### src/rtl/bus_arbiter_pkg.sv
// -----------------------------------------------------------------------------
// arb_pkg
// Shared definitions for the bus arbiter: the arbiter state encoding and the
// width helpers used to size its internal counters.
// No ports (package).
// -----------------------------------------------------------------------------
package arb_pkg;

    typedef enum logic [1:0] {
        RUN    = 2'd0,  // CPU owns the bus, waiting for an instruction boundary
        PARK   = 2'd1,  // control ROM disabled, no grant yet (turnaround)
        GRANT  = 2'd2,  // external master owns the bus
        RESUME = 2'd3   // grant dropped, control ROM still disabled (turnaround)
    } arb_state_t;

    // Ceiling log2; clog2(1) = 0, clog2(2) = 1, clog2(5) = 3.
    function automatic int clog2(input int value);
        int result;
        int rem;
        result = 0;
        rem    = value - 1;
        while (rem > 0) begin
            result = result + 1;
            rem    = rem >> 1;
        end
        return result;
    endfunction

    // Bits needed for a counter that must hold 0..max_value, never narrower
    // than one bit so a disabled feature (max_value = 0) still elaborates.
    function automatic int cnt_width(input int max_value);
        int w;
        w = clog2(max_value + 1);
        return (w < 1) ? 1 : w;
    endfunction

endpackage

### src/rtl/bus_arbiter_rr_picker.sv
// -----------------------------------------------------------------------------
// rr_picker
// Combinational round-robin priority encoder: returns the first eligible
// requester at or above rr_ptr, wrapping modulo N_REQ.
// Ports:
//   eligible  in  N_REQ  requesters allowed to win this cycle
//   rr_ptr    in  3      index with highest priority (must be < N_REQ)
//   winner    out 3      index of the selected requester (0 when none)
//   valid     out 1      at least one requester is eligible
// -----------------------------------------------------------------------------
module rr_picker #(
    parameter int N_REQ = 2
) (
    input  logic [N_REQ-1:0] eligible,
    input  logic [2:0]       rr_ptr,
    output logic [2:0]       winner,
    output logic             valid
);

    logic [N_REQ-1:0] rotated;
    logic [3:0]       sum;

    always_comb begin
        // NOTE: every output and temporary gets a default before the loop so
        // no path leaves a value unassigned, which would infer a latch.
        winner = '0;
        valid  = 1'b0;
        sum    = '0;
        // Bit j of rotated is requester (rr_ptr + j) mod N_REQ.
        rotated = N_REQ'({eligible, eligible} >> rr_ptr);
        // Walk from the lowest priority upward so the closest eligible
        // requester to rr_ptr is the last one written.
        for (int j = N_REQ - 1; j >= 0; j--) begin
            if (|(rotated & (N_REQ'(1) << j))) begin
                sum = {1'b0, rr_ptr} + 4'(j);
                if (sum >= 4'(N_REQ)) begin
                    sum = sum - 4'(N_REQ);
                end
                winner = sum[2:0];
                valid  = 1'b1;
            end
        end
    end

endmodule

### src/rtl/bus_arbiter.sv
// -----------------------------------------------------------------------------
// bus_arbiter
// Shares the CPU control-word/data bus between the microcoded control logic
// and N_REQ external masters. Ownership only changes at instruction
// boundaries (step_resetn low). Round-robin fairness between masters, a
// minimum number of CPU instructions between grants, and an optional hold
// timeout that locks a master out until it drops its request.
// Ports:
//   clk          in  1      system clock, rising edge
//   rst          in  1      synchronous reset, active-high
//   step_resetn  in  1      active-low instruction-boundary strobe
//   req          in  N_REQ  level requests, held for the whole transfer
//   ctrlen       out 1      active-low control ROM enable (0 = CPU owns bus)
//   gnt          out N_REQ  one-hot registered grant
//   owner        out 3      index of the current / last granted master
//   timeout      out 1      one-cycle pulse when a grant is revoked by HOLD_MAX
// -----------------------------------------------------------------------------
module bus_arbiter
    import arb_pkg::*;
#(
    parameter int N_REQ         = 2,
    parameter int HOLD_MAX      = 255,
    parameter int CPU_MIN_INSTR = 1
) (
    input  logic             clk,
    input  logic             rst,
    input  logic             step_resetn,
    input  logic [N_REQ-1:0] req,
    output logic             ctrlen,
    output logic [N_REQ-1:0] gnt,
    output logic [2:0]       owner,
    output logic             timeout
);

    localparam int IW = cnt_width(CPU_MIN_INSTR);
    localparam int HW = cnt_width(HOLD_MAX);
    localparam logic [IW-1:0] INSTR_QUOTA = IW'(CPU_MIN_INSTR);
    localparam logic [HW-1:0] HOLD_LAST   = (HOLD_MAX == 0) ? '0 : HW'(HOLD_MAX - 1);
    localparam logic [2:0]    LAST_IDX    = 3'(N_REQ - 1);

    arb_state_t       state;
    logic [2:0]       rr_ptr;
    logic [2:0]       winner;
    logic [2:0]       pick;
    logic             pick_valid;
    logic [IW-1:0]    instr_cnt;
    logic [IW-1:0]    instr_next;
    logic [HW-1:0]    hold_cnt;
    logic [N_REQ-1:0] lockout;
    logic [N_REQ-1:0] eligible;
    logic [N_REQ-1:0] win_mask;
    logic             win_req;
    logic             quota_met;

    assign eligible = req & ~lockout;
    assign win_mask = N_REQ'(1) << winner;
    assign win_req  = |(req & win_mask);

    // The boundary being sampled already counts toward the quota.
    assign instr_next = (instr_cnt >= INSTR_QUOTA) ? instr_cnt : instr_cnt + IW'(1);
    assign quota_met  = (instr_next >= INSTR_QUOTA);

    rr_picker #(
        .N_REQ (N_REQ)
    ) u_picker (
        .eligible (eligible),
        .rr_ptr   (rr_ptr),
        .winner   (pick),
        .valid    (pick_valid)
    );

    always_ff @(posedge clk) begin
        if (rst) begin
            state     <= RUN;
            ctrlen    <= 1'b0;
            gnt       <= '0;
            owner     <= '0;
            timeout   <= 1'b0;
            rr_ptr    <= '0;
            winner    <= '0;
            instr_cnt <= INSTR_QUOTA;
            hold_cnt  <= '0;
            lockout   <= '0;
        end else begin
            // NOTE: non-blocking defaults at the top are overridden by any
            // later assignment in the same edge; the last one scheduled wins.
            timeout <= 1'b0;
            lockout <= lockout & req;

            case (state)
                RUN: begin
                    if (!step_resetn) begin
                        instr_cnt <= instr_next;
                        if (pick_valid && quota_met) begin
                            winner <= pick;
                            ctrlen <= 1'b1;
                            state  <= PARK;
                        end
                    end
                end

                PARK: begin
                    if (win_req) begin
                        gnt      <= win_mask;
                        owner    <= winner;
                        hold_cnt <= '0;
                        state    <= GRANT;
                    end else begin
                        state <= RESUME;
                    end
                end

                GRANT: begin
                    // Release is checked first so a master dropping req on
                    // the timeout edge is not penalised.
                    if (!win_req) begin
                        gnt   <= '0;
                        state <= RESUME;
                    end else if ((HOLD_MAX != 0) && (hold_cnt == HOLD_LAST)) begin
                        gnt     <= '0;
                        timeout <= 1'b1;
                        lockout <= (lockout | win_mask) & req;
                        state   <= RESUME;
                    end else begin
                        hold_cnt <= hold_cnt + HW'(1);
                    end
                end

                RESUME: begin
                    ctrlen    <= 1'b0;
                    instr_cnt <= '0;
                    rr_ptr    <= (winner == LAST_IDX) ? 3'd0 : winner + 3'd1;
                    state     <= RUN;
                end

                default: state <= RUN;
            endcase
        end
    end

endmodule

### config.mk
export PLATFORM = sky130hd
export DESIGN_NAME = bus_arbiter
export DESIGN_NICKNAME = d
export VERILOG_FILES = /design/src/rtl/bus_arbiter_pkg.sv /design/src/rtl/bus_arbiter_rr_picker.sv /design/src/rtl/bus_arbiter.sv
export SDC_FILE = /design/constraint.sdc
export NUM_CORES = 1
export LEC_CHECK = 0
export BUFFER_PORTS_ARGS = -buffer_cell sky130_fd_sc_hd__buf_2
export CELL_PAD_IN_SITES_DETAIL_PLACEMENT = 0
export CELL_PAD_IN_SITES_GLOBAL_PLACEMENT = 2
export CORE_MARGIN = 4
export CORE_UTILIZATION = 39
export CTS_CLUSTER_DIAMETER = 50
export DETAILED_ROUTE_END_ITERATION = 10
export HOLD_SLACK_MARGIN = 0.1
export PLACE_DENSITY = 0.79
export SLEW_MARGIN = 20
export SYNTH_ARGS = -nofsm -noshare
export SYNTH_HDL_FRONTEND = slang
export SYNTH_SLANG_ARGS = --single-unit
### constraint.sdc
create_clock -name clk -period 3.7 [get_ports clk]
set_clock_uncertainty 0.05 [all_clocks]
set_input_delay 0.185 -clock clk [delete_from_list [all_inputs] [get_ports clk]]
set_output_delay 0.185 -clock clk [all_outputs]
set_load 0.02 [all_outputs]
### Yosys cells after proc, flatten, opt, wreduce, memory -nomap -nowiden

Cells that the tools add are included.

* flip-flop bits (word level): 26
* output and inout bits: 7
* input bits: 5
* word-level logic and storage cells: 86

* bitwise operators: 9
* eq/ne operators: 11
* shifts and indexed selects: 2
* add/sub/neg operators: 6
* $lt $le $gt $ge: 4
* reduce and logical (&&, ||, !) cells: 13
* muxes and demuxes: 31

Operators by type and width (count)
* two-way mux 8 bit: 3
* two-way mux 2 bit: 10
* case mux 8 bit (2 select lines): 1
* two-way mux 3 bit: 5
* AND reduction 3 bit: 4
* != test 2 bit (second input constant): 5
* adder 8 x 1 -> 8 bit (second input constant): 1
* bitwise AND 2 bit: 4
* == test 8 bit (second input constant): 1
* two-way mux 1 bit: 8
* case mux 2 bit (4 select lines): 1
* subtractor 3 x 2 -> 3 bit (second input constant): 2
* adder 3 x 1 -> 4 bit (second input constant): 1
* == test 2 bit (second input constant): 2
* >= comparator 4 x 2 -> 1 bit (second input constant): 1
* case mux 1 bit (2 select lines): 2
* case mux 2 bit (2 select lines): 1
* AND reduction 2 bit: 2
* AND reduction 4 bit: 1
* nonzero test 2 bit: 2
* right shift 4 x 3 -> 2 bit: 1
* adder 3 x 1 -> 3 bit (second input constant): 1
* == test 3 x 1 -> 1 bit (second input constant): 1
* >= comparator 3 x 2 -> 1 bit (second input constant): 1
* 12 further kinds: 15

### Longest topological paths before layout

* depth in word-level cells: 9
* mapped depth: 7
* gate-level depth less buffers: 7

### By module

A second synthesis with hierarchy kept.

* cell total of the unflattened synthesis: 159
* area, all modules: 1427.6 µm²

Modules (own cells, without submodules)
* bus_arbiter: cells an instance 141, area each 1291.2 µm², seq. area each 500.5 µm², instances 1
* rr_picker: cells an instance 18, area each 136.4 µm², seq. area each 0.0 µm², instances 1

### Least setup slack after synthesis

OpenSTA, ideal clock, no wires.

* path type: reg2reg
* from: register rr_ptr[0]
* to: register winner[2]
* period minus slack after synthesis: 1631 ps
* slack: 2069 ps
* library setup time: 133 ps
* data required time: 3517 ps
* path buffers: 0
* stages on the path, launching flop included: 8
* data arrival time: 1448 ps
* path through: dfxtp_1 > inv_1 > ha_1 > inv_1 > a2111oi_0 > nor3_1 > a31oi_1 > a211oi_2

* longest elaborated chain between the ends: 5
* elaborated cells on any way between the ends: 14
* those cells by class: 3 x add/sub; 2 x order compare; 1 x shift; 6 x mux; 2 x reduce/logical

RTL lines
* start, declared: RTL line bus_arbiter.sv:42 `logic [2:0] rr_ptr;`
* start signal, assigned: RTL line bus_arbiter.sv:132 `rr_ptr <= (winner == LAST_IDX) ? 3'd0 : winner + 3'd1;`
* adder 3 x 1 -> 4 bit or right shift 4 x 3 -> 2 bit (tied branches): RTL line bus_arbiter_rr_picker.sv:35, bus_arbiter_rr_picker.sv:30
* >= comparator 4 x 2 -> 1 bit, or another cell as far along: RTL line bus_arbiter_rr_picker.sv:36 `if (sum >= 4'(N_REQ)) begin`
* two-way mux 3 bit or two-way mux 1 bit (tied branches): RTL line bus_arbiter_rr_picker.sv:36, bus_arbiter_rr_picker.sv:34
* two-way mux 3 bit or logical AND 1 bit (tied branches): RTL line bus_arbiter_rr_picker.sv:34, bus_arbiter.sv:94
* two-way mux 3 bit or AND reduction 3 bit (tied branches)
* end signal, assigned: RTL line bus_arbiter.sv:95 `winner <= pick;`
* end, declared: RTL line bus_arbiter.sv:43 `logic [2:0] winner;`

Parallel ways exist; a longest one is shown, timed or not.
A chain may end at the register's enable or synchronous reset.

### Final worst setup path

Ends and elaborated chain as after synthesis.

==> impl_summary.log <==
INFO  metric max_freq = 528.0 MHz
INFO  metric post-route-period-util = 0.5119
INFO  metric critical_path.reg2reg.startpoint = rr_ptr[0]
INFO  metric status = finished clean
INFO  metric post_dp_cell_area = roughly 0.0016 sq mm
INFO  metric synth_nets = around 190
INFO  metric antennaDiodeCount = 0
INFO  metric drv_slew = 0
INFO  metric post-synth-top-area-fraction = 0.3384
INFO  metric slew_headroom = 0.7000
INFO  metric worst-endpoint-arrival = ~2000 ps
INFO  metric antenna_found_initial = 0
INFO  metric max-vdd-ir-drop = 0.0002359 V
INFO  metric timing.critical_path.slowest_cell_delay = approximately 500 ps
INFO  metric power_density = ~510 mW/mm^2
INFO  metric totalWireLength = around 3.2 mm
INFO  metric mostFrequentLayoutCells = sky130_fd_sc_hd__dfxtp_1, sky130_fd_sc_hd__inv_1, sky130_fd_sc_hd__nor2_1
INFO  metric clkSlewWorstSetupHoldPaths = about 100 ps
INFO  metric r2r_setup_slack = 1810 ps
INFO  metric yosys.area.top_type = sky130_fd_sc_hd__dfxtp_1
INFO  metric io-pin-count = 12
INFO  metric cts.repair.resized = 0
INFO  metric route.vias.total = approximately 1200
INFO  metric overflow = 0
INFO  metric overall_die_height = slightly below 70 um
INFO  metric setup.worst_path.end = winner[2]
INFO  metric worst-setup-path-type = reg2reg
INFO  metric grtUsageTotal = 0.1361
INFO  metric multiInputGateArea = around 900 sq um
INFO  metric yosysWarnings = 0
INFO  metric antenna_left = 0
INFO  metric seqCellArea = ~500 sq um
INFO  metric synth.yosys.seq_area_share = 0.3384
INFO  metric final_net_count = around 200
INFO  metric finish.instance_area = 0.001628 sq mm
INFO  metric postCtsSetupRepairBufs = 0
INFO  metric synth_seq_cells = 25
INFO  metric post_route_cells_drive_above_1_share = 0.1602
INFO  metric async_set_or_reset_register_ratio_after_synthesis = 0
INFO  metric worst_r2r_path_cells = 7
INFO  metric final_hpwl_from_detailed_placement = ~2.5 mm
INFO  metric synth_area = ~0.0015 sq mm
INFO  metric layout.filler_cells = between 300 and 400
INFO  metric initial_utilization = 0.4040
INFO  metric muxShareOfSynthArea = 0.03723
INFO  metric cts_buffers = 3
INFO  metric synth-edff-count = 0
INFO  metric setup_viol = 0
INFO  metric highest_delay_cell_along_the_critical_path = sky130_fd_sc_hd__dfxtp_1
INFO  metric finalWeightedCongestion = 0.7982
INFO  metric htree_num_levels = 1
INFO  metric clock_tree.buffer_depth = 2
INFO  metric synth_cell_type_count = 50
INFO  metric ys.flop_type = sky130_fd_sc_hd__dfxtp_1
INFO  metric synth.top_cells.by_area = sky130_fd_sc_hd__dfxtp_1, sky130_fd_sc_hd__ha_1, sky130_fd_sc_hd__xnor2_1
INFO  metric yosys.area_share.adder = 0.09306
INFO  metric synth-xor-area-share = 0.05922
INFO  metric worstSetupStartpointType = flop
INFO  metric crit_cells = 7
INFO  metric worst_path_most_repeated_cell = sky130_fd_sc_hd__inv_1
INFO  metric critical_path_buf_inv_count = 2
INFO  metric crit_fanout = 9
INFO  metric route.detailed.vias_per_inst = between 5 and 6
INFO  metric p_leak = 0.0006429 uW
INFO  metric largest_net_degree_at_the_start_of_global_routing = 18
INFO  metric routed_wire_length_per_instance = 13.83 um
INFO  metric buffer_ports.inserted = 11
INFO  metric cp-end-kind = flop
INFO  metric drt_first_iter_violations = 43
INFO  metric critical_path.cell_chain = inv_1, ha_1, inv_1, a2111oi_0, nor3_1, a31oi_1, a211oi_2
INFO  metric synth_compound_area_frac = 0.1920
INFO  metric drv_cap = 0
INFO  metric required = 3800 ps
INFO  metric coreArea = approximately 0.0037 sq mm
INFO  metric synth-simple-area-share = 0.2343
INFO  metric placement_rows = 22
INFO  metric layout_commonest_cell = sky130_fd_sc_hd__dfxtp_1
INFO  metric cts_tree = done
INFO  metric worst_skew_pair.late_latency = roughly 270 ps
INFO  metric mean_cell_area_of_the_mapped_netlist = approximately 9 sq um
INFO  metric timing.critical_path.max_delay_family = compound AO/OA/AOI/OAI gates
INFO  metric flow.area_growth_from_synthesis = 10.07%
INFO  metric final.setup.tns = 0 ps
INFO  metric post-route-min-period = between 1500 and 2000 ps
INFO  metric cts_root_buf = sky130_fd_sc_hd__clkbuf_8
INFO  metric clkSinkCount = 25
INFO  metric die_area = slightly below 0.005 sq mm
INFO  metric synth_cells = ~170
INFO  metric main_combinational_cell_family_by_area_after_synthesis = simple AND/OR/NAND/NOR gates
INFO  metric holdBufCountCts = 0
INFO  metric crit_path_start = rr_ptr[0]
INFO  metric hold_class = in2reg
INFO  metric detailedRoute.firstPassIterationCount = 4
INFO  metric detail_route.drc_violations = 0
INFO  metric slew_at_the_pin_closest_to_its_max_slew_limit = around 450 ps
INFO  metric rr_endpoint = winner[2]
INFO  metric setup_repair_after_global_routing_missed_its_margin = no
INFO  metric timing_hold_violations_final = 0
INFO  metric grt_pass1_wl = 5.444 mm
INFO  metric grt_pass1_vias = roughly 1200
INFO  metric die_width = between 60 and 70 um
[Yosys cell counts (2+ instances only)]
library cell               count
sky130_fd_sc_hd__a211oi_1      2
sky130_fd_sc_hd__a21oi_1       9
sky130_fd_sc_hd__a31oi_1       2
sky130_fd_sc_hd__and2_1        3
sky130_fd_sc_hd__and3_1        3
sky130_fd_sc_hd__dfxtp_1      25
sky130_fd_sc_hd__ha_1         11
sky130_fd_sc_hd__inv_1        14
sky130_fd_sc_hd__mux2i_1       4
sky130_fd_sc_hd__nand2_1      12
sky130_fd_sc_hd__nand3_1       6
sky130_fd_sc_hd__nor2_1       14
sky130_fd_sc_hd__nor2b_1       2
sky130_fd_sc_hd__nor3_1        4
sky130_fd_sc_hd__nor4_1        5
sky130_fd_sc_hd__o21a_1        2
sky130_fd_sc_hd__o21ai_0       2
sky130_fd_sc_hd__o21ai_1       7
sky130_fd_sc_hd__o31ai_1       2
sky130_fd_sc_hd__or3_1         2
sky130_fd_sc_hd__xnor2_1       8
sky130_fd_sc_hd__xor2_1        2
[flip-flops by register name, indices dropped and copies added (netlist names)]
| signal | count |
|---|---|
| owner | 3 |
| ctrlen | 1 |
| gnt | 2 |
| winner | 3 |
| rr_ptr | 3 |
| state | 2 |
| hold_cnt | 8 |
| lockout | 2 |
| timeout | 1 |
[report_power, final]
group | internal (uW) | switching [uW] | total (uW)
combinational | 129 | 199 | 328
sequential | 300 | 37.9 | 338
clock | 76.3 | 92.2 | 169
total | 505 | 329 | 834
[area by class of cell]
| class | instances | share of cell area |
|---|---|---|
| clock buffers | 3 | 0.02537 |
| clock inverters | 1 | 0.004612 |
| inverters | 14 | 0.03228 |
| multi-input cells | 127 | 0.5596 |
| flip-flops and latches | 25 | 0.3075 |
| well taps | 48 | 0.03689 |
| repair buffers | 11 | 0.03382 |
[through the flow]
stage	setup WS, ps	hold slack, ps	std cells	util	total power, uW
final	1806	130.8	229	0.4446	833.9
after global routing	1633	133.0	229	0.4446	897.4
after CTS	1813	126.3	229	0.4446	844.0
after detailed placement	1812	394.3	225	0.4313	672.7
after global placement	1862	395.1	225	0.4313	665.0
after floorplan	2069	278.6	169	-	596.2
[worst min-delay path by stage]
| stage | from | end | slack [ps] | cells after the start |
|---|---|---|---|---|
| after floorplan | req[0] | lockout[0] | 280 | 2 |
| after global placement | gnt[1] | gnt[1] | 400 | 2 |
| after detailed placement | gnt[0] | gnt[0] | 390 | 2 |
| after CTS | req[0] | lockout[0] | 130 | 3 |
| after global routing | req[0] | lockout[0] | 130 | 3 |
| final | req[0] | lockout[0] | 130 | 3 |
[logic make-up (layout without fill, tap and decap cells)]
logic type	Yosys count	after routing
simple gates	62	62
compound gates	39	39
flops	25	25
buf+inv	17	29
fa+ha+maj	11	11
xor+xnor	10	10
mux	5	5
[worst min-delay path, delay by kind of cell]
| kind | cells | cell delay, ps |
|---|---|---|
| buffers and inverters | 2 | 180 |
| and+or+nand+nor | 1 | 50 |
[per-layer routing]
layer  part of all wire  track usage
met1               0.48       0.1755
met2               0.49       0.2320
met3              0.032      0.03478
met4             0.0060      0.02169
met5                  0            0
Power figures use the tool's default switching activity.
